`src/rtl/sha_1_padder.sv`:
```
// rtl/sha_1_padder.sv - SHA-1 message padder: byte stream in, padded 512-bit blocks out as 16 big-endian words.
module sha_1_padder #(
  parameter int LEN_W = 64
) (
  input  logic        clk,
  input  logic        rst_n,
  input  logic        in_valid,
  output logic        in_ready,
  input  logic [7:0]  in_byte,
  input  logic        in_last,
  input  logic        in_keep,
  output logic [31:0] block_data [15:0],
  output logic        block_valid,
  input  logic        block_ready,
  output logic        block_last,
  output logic        busy
);

  typedef enum logic [1:0] {FILL, PAD, LENBLK, EMIT} state_t;

  state_t           state_q, state_d;
  logic [511:0]     buf_q, buf_d;
  logic [6:0]       idx_q, idx_d;
  logic [LEN_W-4:0] cnt_q, cnt_d;
  logic             last_q, last_d;
  logic             pend_len_q, pend_len_d;
  logic             pend80_q, pend80_d;
  logic             busy_q, busy_d;
  logic [63:0]      len64;
  logic [8:0]       wr_lsb;
  logic             accept;

  always_comb begin
    len64 = '0;
    len64[LEN_W-1:0] = {cnt_q, 3'b000};
  end

  // Byte 0 lives in the top bits of the buffer so words come out big-endian.
  assign wr_lsb = {6'd63 - idx_q[5:0], 3'b000};
  assign accept = in_valid && (state_q == FILL);

  always_comb begin
    state_d    = state_q;
    buf_d      = buf_q;
    idx_d      = idx_q;
    cnt_d      = cnt_q;
    last_d     = last_q;
    pend_len_d = pend_len_q;
    pend80_d   = pend80_q;
    busy_d     = busy_q;
    unique case (state_q)
      FILL: begin
        if (accept) begin
          busy_d = 1'b1;
          if (in_keep) begin
            buf_d[wr_lsb +: 8] = in_byte;
            idx_d = idx_q + 7'd1;
            cnt_d = cnt_q + (LEN_W-3)'(1);
          end
          if (in_last) begin
            state_d = PAD;
          end else if (in_keep && idx_q == 7'd63) begin
            state_d    = EMIT;
            last_d     = 1'b0;
            pend_len_d = 1'b0;
          end
        end
      end
      PAD: begin
        state_d  = EMIT;
        pend80_d = 1'b0;
        if (idx_q <= 7'd55) begin
          buf_d[wr_lsb +: 8] = 8'h80;
          buf_d[63:0]        = len64;
          last_d             = 1'b1;
          pend_len_d         = 1'b0;
        end else begin
          // A full buffer defers the 0x80 marker to byte 0 of the length block.
          if (!idx_q[6]) buf_d[wr_lsb +: 8] = 8'h80;
          else           pend80_d = 1'b1;
          last_d     = 1'b0;
          pend_len_d = 1'b1;
        end
      end
      LENBLK: begin
        buf_d[63:0] = len64;
        if (pend80_q) buf_d[511:504] = 8'h80;
        last_d     = 1'b1;
        pend_len_d = 1'b0;
        pend80_d   = 1'b0;
        state_d    = EMIT;
      end
      EMIT: begin
        if (block_ready) begin
          buf_d = '0;
          idx_d = '0;
          if (last_q) begin
            state_d = FILL;
            cnt_d   = '0;
            busy_d  = 1'b0;
          end else if (pend_len_q) begin
            state_d = LENBLK;
          end else begin
            state_d = FILL;
          end
        end
      end
      default: state_d = FILL;
    endcase
  end

  always_ff @(posedge clk or negedge rst_n) begin
    if (!rst_n) begin
      state_q    <= FILL;
      buf_q      <= '0;
      idx_q      <= '0;
      cnt_q      <= '0;
      last_q     <= 1'b0;
      pend_len_q <= 1'b0;
      pend80_q   <= 1'b0;
      busy_q     <= 1'b0;
    end else begin
      state_q    <= state_d;
      buf_q      <= buf_d;
      idx_q      <= idx_d;
      cnt_q      <= cnt_d;
      last_q     <= last_d;
      pend_len_q <= pend_len_d;
      pend80_q   <= pend80_d;
      busy_q     <= busy_d;
    end
  end

  assign in_ready    = (state_q == FILL);
  assign block_valid = (state_q == EMIT);
  assign block_last  = (state_q == EMIT) && last_q;
  assign busy        = busy_q;

  for (genvar k = 0; k < 16; k++) begin : g_words
    assign block_data[k] = buf_q[511-32*k -: 32];
  end

endmodule

```
`config.mk`:
```
export PLATFORM = sky130hd
export DESIGN_NAME = sha_1_padder
export DESIGN_NICKNAME = d
export VERILOG_FILES = /design/src/rtl/sha_1_padder.sv
export SDC_FILE = /design/constraint.sdc
export NUM_CORES = 1
export LEC_CHECK = 0
export BUFFER_PORTS_ARGS = -buffer_cell sky130_fd_sc_hd__buf_2
export CORE_MARGIN = 1.5
export CORE_UTILIZATION = 50
export CTS_CLUSTER_SIZE = 24
export DETAILED_ROUTE_END_ITERATION = 16
export GPL_ROUTABILITY_DRIVEN = 1
export PLACE_DENSITY = 0.87
export SLEW_MARGIN = 10
export SYNTH_ARGS = -nofsm -noshare
export SYNTH_HDL_FRONTEND = slang
export SYNTH_SLANG_ARGS = --single-unit
```
`constraint.sdc`:
```
create_clock -name clk -period 2.9 [get_ports clk]
set_clock_uncertainty 0.15 [all_clocks]
set_input_delay 0.145 -clock clk [delete_from_list [all_inputs] [get_ports clk]]
set_output_delay 0.145 -clock clk [all_outputs]
set_load 0.005 [all_outputs]
```
**After elaboration in Yosys (flattened, before gate mapping)**

Cells that the tools add are included.

- Register bits after elaboration: 586
- Input port bits: 14
- Output and inout port bits: 516
- Logic and storage cells: 89

- Add/subtract/negate cells: 4
- $lt $le $gt $ge: 1
- Equality and inequality tests: 13
- Shift operators: 3
- Mux-type cells: 41
- Reduce and logical (&&, ||, !) cells: 17

Operator list:

| operator | number |
|---|---|
| $mux 512 | 5 |
| $pmux 440 s3 | 1 |
| $bwmux 512 | 2 |
| $shift 8x11->512 const A | 1 |
| $shiftx 8x11->512 | 1 |
| $shiftx 8x11->512 const A | 1 |
| $pmux 64 s4 | 1 |
| $mux 61 | 4 |
| $pmux 61 s2 | 1 |
| $add 61x1->61 const B | 1 |
| $pmux 8 s4 | 1 |
| $mux 7 | 3 |
| $reduce_and 4->1 | 4 |
| $reduce_and 5->1 | 3 |
| $pmux 7 s2 | 1 |
| $mux 2 | 6 |
| $neg 9->11 | 1 |
| $mux 1 | 10 |
| $ne 2x1->1 const B | 5 |
| $mux 8 | 1 |
| $add 7x1->7 const B | 1 |
| $eq 7x6->1 const B | 1 |
| $le 7x6->1 const B | 1 |
| $pmux 1 s3 | 2 |
| 14 further kinds | 21 |

**Longest topological paths before layout**

Gate-level depths: netlist (run 1).

- Depth in word-level cells: 7
- Depth in mapped cells: 11
- Depth with buffers taken out: 7

**Worst setup path before layout (run 1)**

OpenSTA, ideal clock, no wires.

- Path kind: register -> register
- Start: register idx_q[0]
- End: register (tool-made name)
- Library setup time: 0.094 ns
- Data arrival time: 2.626 ns
- Data required time: 2.656 ns
- Setup slack: 0.030 ns
- Stages on the path, launching flop included: 11
- Path buffers: 4
- Clock period less this slack: 2.870 ns
- Path through: dfrtp_1 -> buf_2 -> inv_1 -> clkbuf_1 -> ha_1 -> buf_1 -> inv_2 -> o31ai_1 -> clkbuf_1 -> a21oi_1 -> a211oi_1

RTL lines:

| item | RTL line | source |
|---|---|---|
| from (decl) | 23 | `logic [6:0] idx_q, idx_d;` |
| from (signal assigned) | 125 | `idx_q <= idx_d;` |

==> results of run 1 <==
[critical path, stage by stage, from the launching register on]
cell	delay, ns
dfrtp_1	0.35
buf_4	0.27
inv_1	0.10
ha_2	0.41
nand2_1	0.13
a211oi_2	0.40
nand2_2	0.24
buf_4	0.22
o211ai_1	0.23
o21ai_0	0.16
[layout make-up]
type,instances,share of cell area
inverters,45,0.00511
repair buffers,734,0.136
clock buffers,81,0.0508
flip-flops and latches,586,0.444
clock inverters,25,0.0116
multi-input cells,1683,0.326
well taps,680,0.0258
[final timing paths]
check	from	endpoint	cells past startpoint
setup / recovery	idx_q[0]$_DFFE_PN0P_	register	9
max in group asynchronous	rst_n	asynchronous set/reset pin	3
hold / removal	rst_n	asynchronous set/reset pin	3
hold reg to reg	register	register	1
min in group clk	in_byte[7]	register	5
setup reg to reg	idx_q[0]$_DFFE_PN0P_	register	9
[power by group through the flow]
stage          combinational (µW)  clock (µW)  sequential, µW
6_report                     8710        8090            9050
5_1_grt                      9190        8470            9100
4_1_cts                      8350        8130            9030
3_5_place_dp                 8240           0            9160
3_3_place_gp                 8170           0            9160
2_1_floorplan                4480           0            9100
[cells by family (layout without fill, tap and decap cells)]
kind of cell             after synthesis  in the layout  share of synthesized area
XOR/XNOR                              23             23                    0.00798
adder cells (fa/ha/maj)               10             10                    0.00478
AND/OR/NAND/NOR                      704            704                      0.138
flip-flops                           586            586                      0.560
buffers and inverters                234            885                     0.0361
multiplexers                          99             99                     0.0380
AO/OA/AOI/OAI                        847            847                      0.215
[routing by layer]
metal,share of wire,wire length [µm]
met5,0.00012,12
met4,0.059,5810
met3,0.11,10900
met2,0.47,46100
met1,0.36,36100
[cells in the final DEF (no fill, tap or decap), types with 10 or more instances in the layout]
master / netlist / routed
dfrtp_1: 586 / 585
buf_2: 30 / 528
o21ai_0: 255 / 255
nand2_1: 221 / 217
buf_4: 4 / 169
nand3_1: 171 / 168
o211ai_1: 149 / 149
a21oi_1: 145 / 135
mux2i_1: 96 / 96
nor2_1: 84 / 79
a22o_1: 59 / 59
clkbuf_16: 0 / 58
o2bb2ai_1: 46 / 46
inv_1: 44 / 44
nand4_1: 36 / 36
o31ai_1: 28 / 28
and2_1: 25 / 25
a32o_1: 25 / 25
nor3_1: 24 / 22
or4_1: 20 / 20
buf_12: 0 / 20
or3_1: 19 / 19
a2bb2oi_1: 18 / 18
a211oi_1: 21 / 17
nor2b_1: 17 / 16
clkbuf_8: 0 / 14
dlygate4sd3_1: 0 / 14
a31oi_1: 11 / 11
xnor2_1: 11 / 11
o22a_1: 11 / 11
and3_1: 11 / 11
nor4_1: 11 / 11
xor2_1: 11 / 11
a21boi_0: 10 / 10
[per-stage QoR]
step                      utilization  total power, µW
final                           0.641            25800
after global routing            0.641            26800
after CTS                       0.638            25500
after detailed placement        0.594            17400
after global placement          0.594            17300
after floorplan                     -            13600
[what timing repair did]
action	4_1_cts	5_1_grt
endpoints found under the setup margin	72	312
hold buffers	15	0
pin swaps	1	5
hold endpoints to repair	616	0
gates cloned	0	0
gates resized for setup	3	31
buffers inserted	1	5
==> flow_summary.yaml, run 1 <==
critical_path:
  cp_data_arrival_time_ns: 3.14
  crit_path_max_fanout: 23
  ff2ff_setup_slack_ns: 0.09
  critPathKind: "reg2reg"
  worstPathRequired_ns: 3.23
  critPathCaptureType: "register"
  critPathLaunchType: "register"
final_layout:
  seq_area_um2: 14700
  drive_above_1_share: 0.284
  fin_area_um2: 33000
  area_growth_pct: 26.1
  fillers: 4019
  nets: 3131
  multi_input_area_um2: 10800
  antenna_cells: 0
  final_cells: 3834
placed_design:
  place_congestion: 0.960
  portBuffers: 529
  dp_slack_ns: -0.149
  hpwl_um: 69900
  place_inst: 3707
  place_area_um2: 30600
sta:
  hold_ws_ns: 0.107
  tightest_slew_ns: 0.988
  hold_viol_final: 0
  max-slew-margin-rel: 0.339
  period_needed_ns: 2.81
  setup_slack_ns: 0.0905
  finalCritPeriodShare: 0.969
  setup_tns_ns: 0
  setup_violations: 0
  clock.fmax_mhz: 356
  drv_slew: 0
  grt_setup_unrepaired: "true"
global_routing:
  grt.met2_usage: 0.567
  grt_max_degree: 102
  top_usage_layer: "met2"
  met1_usage: 0.451
  grt_overflow: 0
  antenna_found_initial: 2
  use_met3: 0.103
  groute.usage.overall: 0.361
  grt_pass1_wl_um: 148000
  grt_pass1_vias: 24200
drt:
  wl_per_cell_um: 25.8
  ant_nets: 0
  via_per_inst: 6.44
  wl_um: 98900
  vias: 24700
  drtPass1Iterations: 8
  drc: 0
  drt_iter0_drc: 2987
power:
  intPower_uw: 16000
  power.share.clock: 0.313
  power_switching_uw: 9850
  pwr-share-seq: 0.350
  vdd_drop_max_v: 0.000583
  switching_share: 0.381
  p_comb_frac: 0.337
  cellLeakagePower_uw: 0.0160
  p_per_area_nw_per_um2: 783
cts:
  tritoncts: "built"
  clock-root-buffer: "clkbuf_16"
  cts_buffer_depth: 3
  clkSinkCount: 586
  cts_inserted_buffers: 57
  clk_pin_slew_worst_paths_ns: 0.07
  htree_levels: 2
  clkLatencyLatePin_ns: 0.64
die:
  dieArea_um2: 53800
  coreArea_um2: 51500
  ios: 530
  fp.dieH_um: 232
  die_w_um: 232
  start_util: 0.508
  num_rows: 83
worst_hold_path:
  min_path_type: "in2async"
logic_synthesis:
  netlist_instances: 2503
  yosysWarningCount: 0
  yosysSeqAreaShare: 0.560
  synth-edff-count: 0
  syn-num-nets: 2527
  syn_avg_cell_area_um2: 10.5
  ys_seq_elements: 586
  synthArstFlopShare: 1.00
  synthTopCellsByCount: "dfrtp_1, o21ai_0, nand2_1, nand3_1, o211ai_1"
  synth_top_area_frac: 0.560
  yosysTopAreaCell: "dfrtp_1"
  syn_area_um2: 26200
  yosysMostFrequentCell: "dfrtp_1"
  ys.flop_type: "dfrtp_1"
  netlist-cell-type-count: 86
  synth_area_leaders: "dfrtp_1, o21ai_0, o211ai_1, mux2i_1, nand3_1"
outcome:
  outcome: "complete, no violations"
run:
  cap_violations: 0
(Power assumes the default switching activity.)
==> run 2, diff against run 1 <==
--- a/config.mk
+++ b/config.mk
@@ -12,6 +12,7 @@
 export DETAILED_ROUTE_END_ITERATION = 16
 export GPL_ROUTABILITY_DRIVEN = 1
 export PLACE_DENSITY = 0.87
+export REMOVE_ABC_BUFFERS = 1
 export SLEW_MARGIN = 10
 export SYNTH_ARGS = -nofsm -noshare
 export SYNTH_HDL_FRONTEND = slang
==> run 2 against run 1 <==
Against the previous run:
- clock-buffer cell count is 5 lower
- combinational power is 0.9% lower
- register-to-register slack hardly changed
- global-route usage is 0.28 points lower
- clock power is 5.4% lower
- critical path depth is 1 lower
- cell count is 0.73% higher
- highest routed layer unchanged
- largest power group unchanged
- non-clock buffer count is 28 higher
- total power is 2.0% lower
- flip-flop and latch count stayed put
- die area stayed put
==> flow_summary.yaml, run 2 (same netlist as run 1, synthesis figures left out) <==
sta:
  clock.fmax_mhz: 355
  setup_violations: 0
  setup_tns_ns: 0
  hold_viol_final: 0
  drv_slew: 0
  setup_slack_ns: 0.0820
  period_needed_ns: 2.82
  grt_setup_unrepaired: "false"
  max-slew-margin-rel: 0.275
  finalCritPeriodShare: 0.972
  tightest_slew_ns: 1.08
final_layout:
  final_cell_mix: "dfrtp_1, buf_2, o21ai_0, nand2_1, buf_4"
  final_common_cell: "dfrtp_1"
  multi_input_area_um2: 10700
  area_growth_pct: 26.3
  drive_above_1_share: 0.287
  nets: 3160
  fillers: 3914
  seq_area_um2: 14700
critical_path:
  worstPathRequired_ns: 3.29
  crit_top_cell: "buf_4"
  max_stage_delay_ns: 0.50
  crit_path_top_delay_cell: "nor3_1"
  critPathKind: "reg2reg"
  critPathCaptureType: "register"
  crit_path_max_fanout: 14
  cp_top_family: "simple AND/OR/NAND/NOR gates"
  critPathLaunchType: "register"
  path_cells: "inv_1 > ha_1 > buf_4 > or2_2 > nor3_1 > buf_4 > nand2_1 > o21ai_0"
  ff2ff_setup_slack_ns: 0.08
  crit_buf_inv: 3
  cp_data_arrival_time_ns: 3.21
worst_hold_path:
  min_path_type: "in2reg"
cts:
  htree_levels: 2
  clkLatencyLatePin_ns: 0.62
  clkSinkCount: 586
  tritoncts: "built"
  clk_pin_slew_worst_paths_ns: 0.06
  cts_inserted_buffers: 58
  cts_buffer_depth: 3
  clock-root-buffer: "clkbuf_16"
power:
  power_switching_uw: 9750
  p_per_area_nw_per_um2: 766
  p_comb_frac: 0.341
  vdd_drop_max_v: 0.000529
  power.share.clock: 0.302
  cellLeakagePower_uw: 0.0161
  finalPower_uw: 25300
  switching_share: 0.385
  pwr-share-seq: 0.357
  intPower_uw: 15600
drt:
  drtPass1Iterations: 7
  wl_per_cell_um: 25.3
  wl_um: 97500
  via_per_inst: 6.40
  ant_nets: 0
  drc: 0
  vias: 24700
  drt_iter0_drc: 2997
placed_design:
  portBuffers: 529
  dp_slack_ns: 0.0788
  hpwl_um: 69200
  place_congestion: 0.990
outcome:
  outcome: "complete, no violations"
die:
  num_rows: 83
  coreArea_um2: 51500
  dieArea_um2: 53800
  die_w_um: 232
  ios: 530
  fp.dieH_um: 232
  start_util: 0.508
global_routing:
  grt_max_degree: 83
  groute.usage.overall: 0.358
  grt_pass1_vias: 23700
  antenna_found_initial: 2
  grt_pass1_wl_um: 147000
  grt_overflow: 0
run:
  cap_violations: 0
==> run 2: cell types whose count changed in the layout (fill, tap and decap cells not counted), moves of 2 or more <==
cell / change
a21oi_1: +5
a21oi_2: -5
buf_12: +2
buf_4: +25
bufinv_16: -4
clkbuf_8: -6
clkinv_2: +9
clkinv_4: -3
clkinv_8: +2
clkinvlp_4: +2
inv_6: -2
nor2_1: +2
nor2_4: -2
nor3_1: -2
==> run 2: routing by layer <==
layer / up-vias / GRT usage / part of all wire
met2: 1603 / 0.556 / 0.46
met1: 12100 / 0.459 / 0.38
met5: - / 0 / 0.00012
li1: 10600 / - / -
met3: 374 / 0.0819 / 0.099
met4: 2 / 0.214 / 0.069
==> run 2: worst paths after layout <==
| path | start | to | cells past startpoint |
|---|---|---|---|
| min reg2reg | register | register | 1 |
| max reg2reg | state_q[1]$_DFFE_PN0P_ | register | 8 |
| min in group asynchronous | rst_n | asynchronous set/reset pin | 3 |
| max in group asynchronous | rst_n | asynchronous set/reset pin | 3 |
| min | in_byte[7] | register | 3 |
| max | state_q[1]$_DFFE_PN0P_ | register | 8 |
==> run 2: worst min-delay path, delay by kind of cell <==
kind            cells  cell delay (ns)
buf+inv             1             0.31
compound gates      2             0.34
==> run 2: metrics by stage <==
stage / utilization / hold WS (ns) / instance area (µm²) / std cells
floorplan: - / -0.301 / 25400 / 2314
global placement: 0.599 / 0.0174 / 30900 / 3737
detailed placement: 0.599 / 0.0238 / 30900 / 3737
CTS: 0.639 / 0.0359 / 32900 / 3857
global route: 0.642 / 0.111 / 33100 / 3862
finish: 0.642 / 0.0859 / 33100 / 3862
==> run 2: timing repair <==
action / in CTS / in global routing
endpoints found under the hold margin: 618 / 0
resized for setup: 0 / 22
hold buffers: 15 / 0
buffers inserted: 0 / 4
setup endpoints to repair: 0 / 196
==> run 2: layout make-up <==
cell class                      instances  share of cell area
Clock inverter                         29             0.00886
Tap cell                              680              0.0257
Antenna cell                            1           0.0000757
Inverter                               45             0.00511
Clock buffer                           76              0.0490
Timing Repair Buffer                  762               0.144
Multi-Input combinational cell       1683               0.324
Sequential cell                       586               0.444
==> run 2: power groups by stage <==
stage | Sequential, µW | Clock (µW) | Combinational, µW
global route | 9070 | 8040 | 9120
finish | 9040 | 7650 | 8630
global placement | 9140 | 0 | 8150
detailed placement | 9160 | 0 | 8230
CTS | 9020 | 7670 | 8330
floorplan | 9150 | 0 | 3690
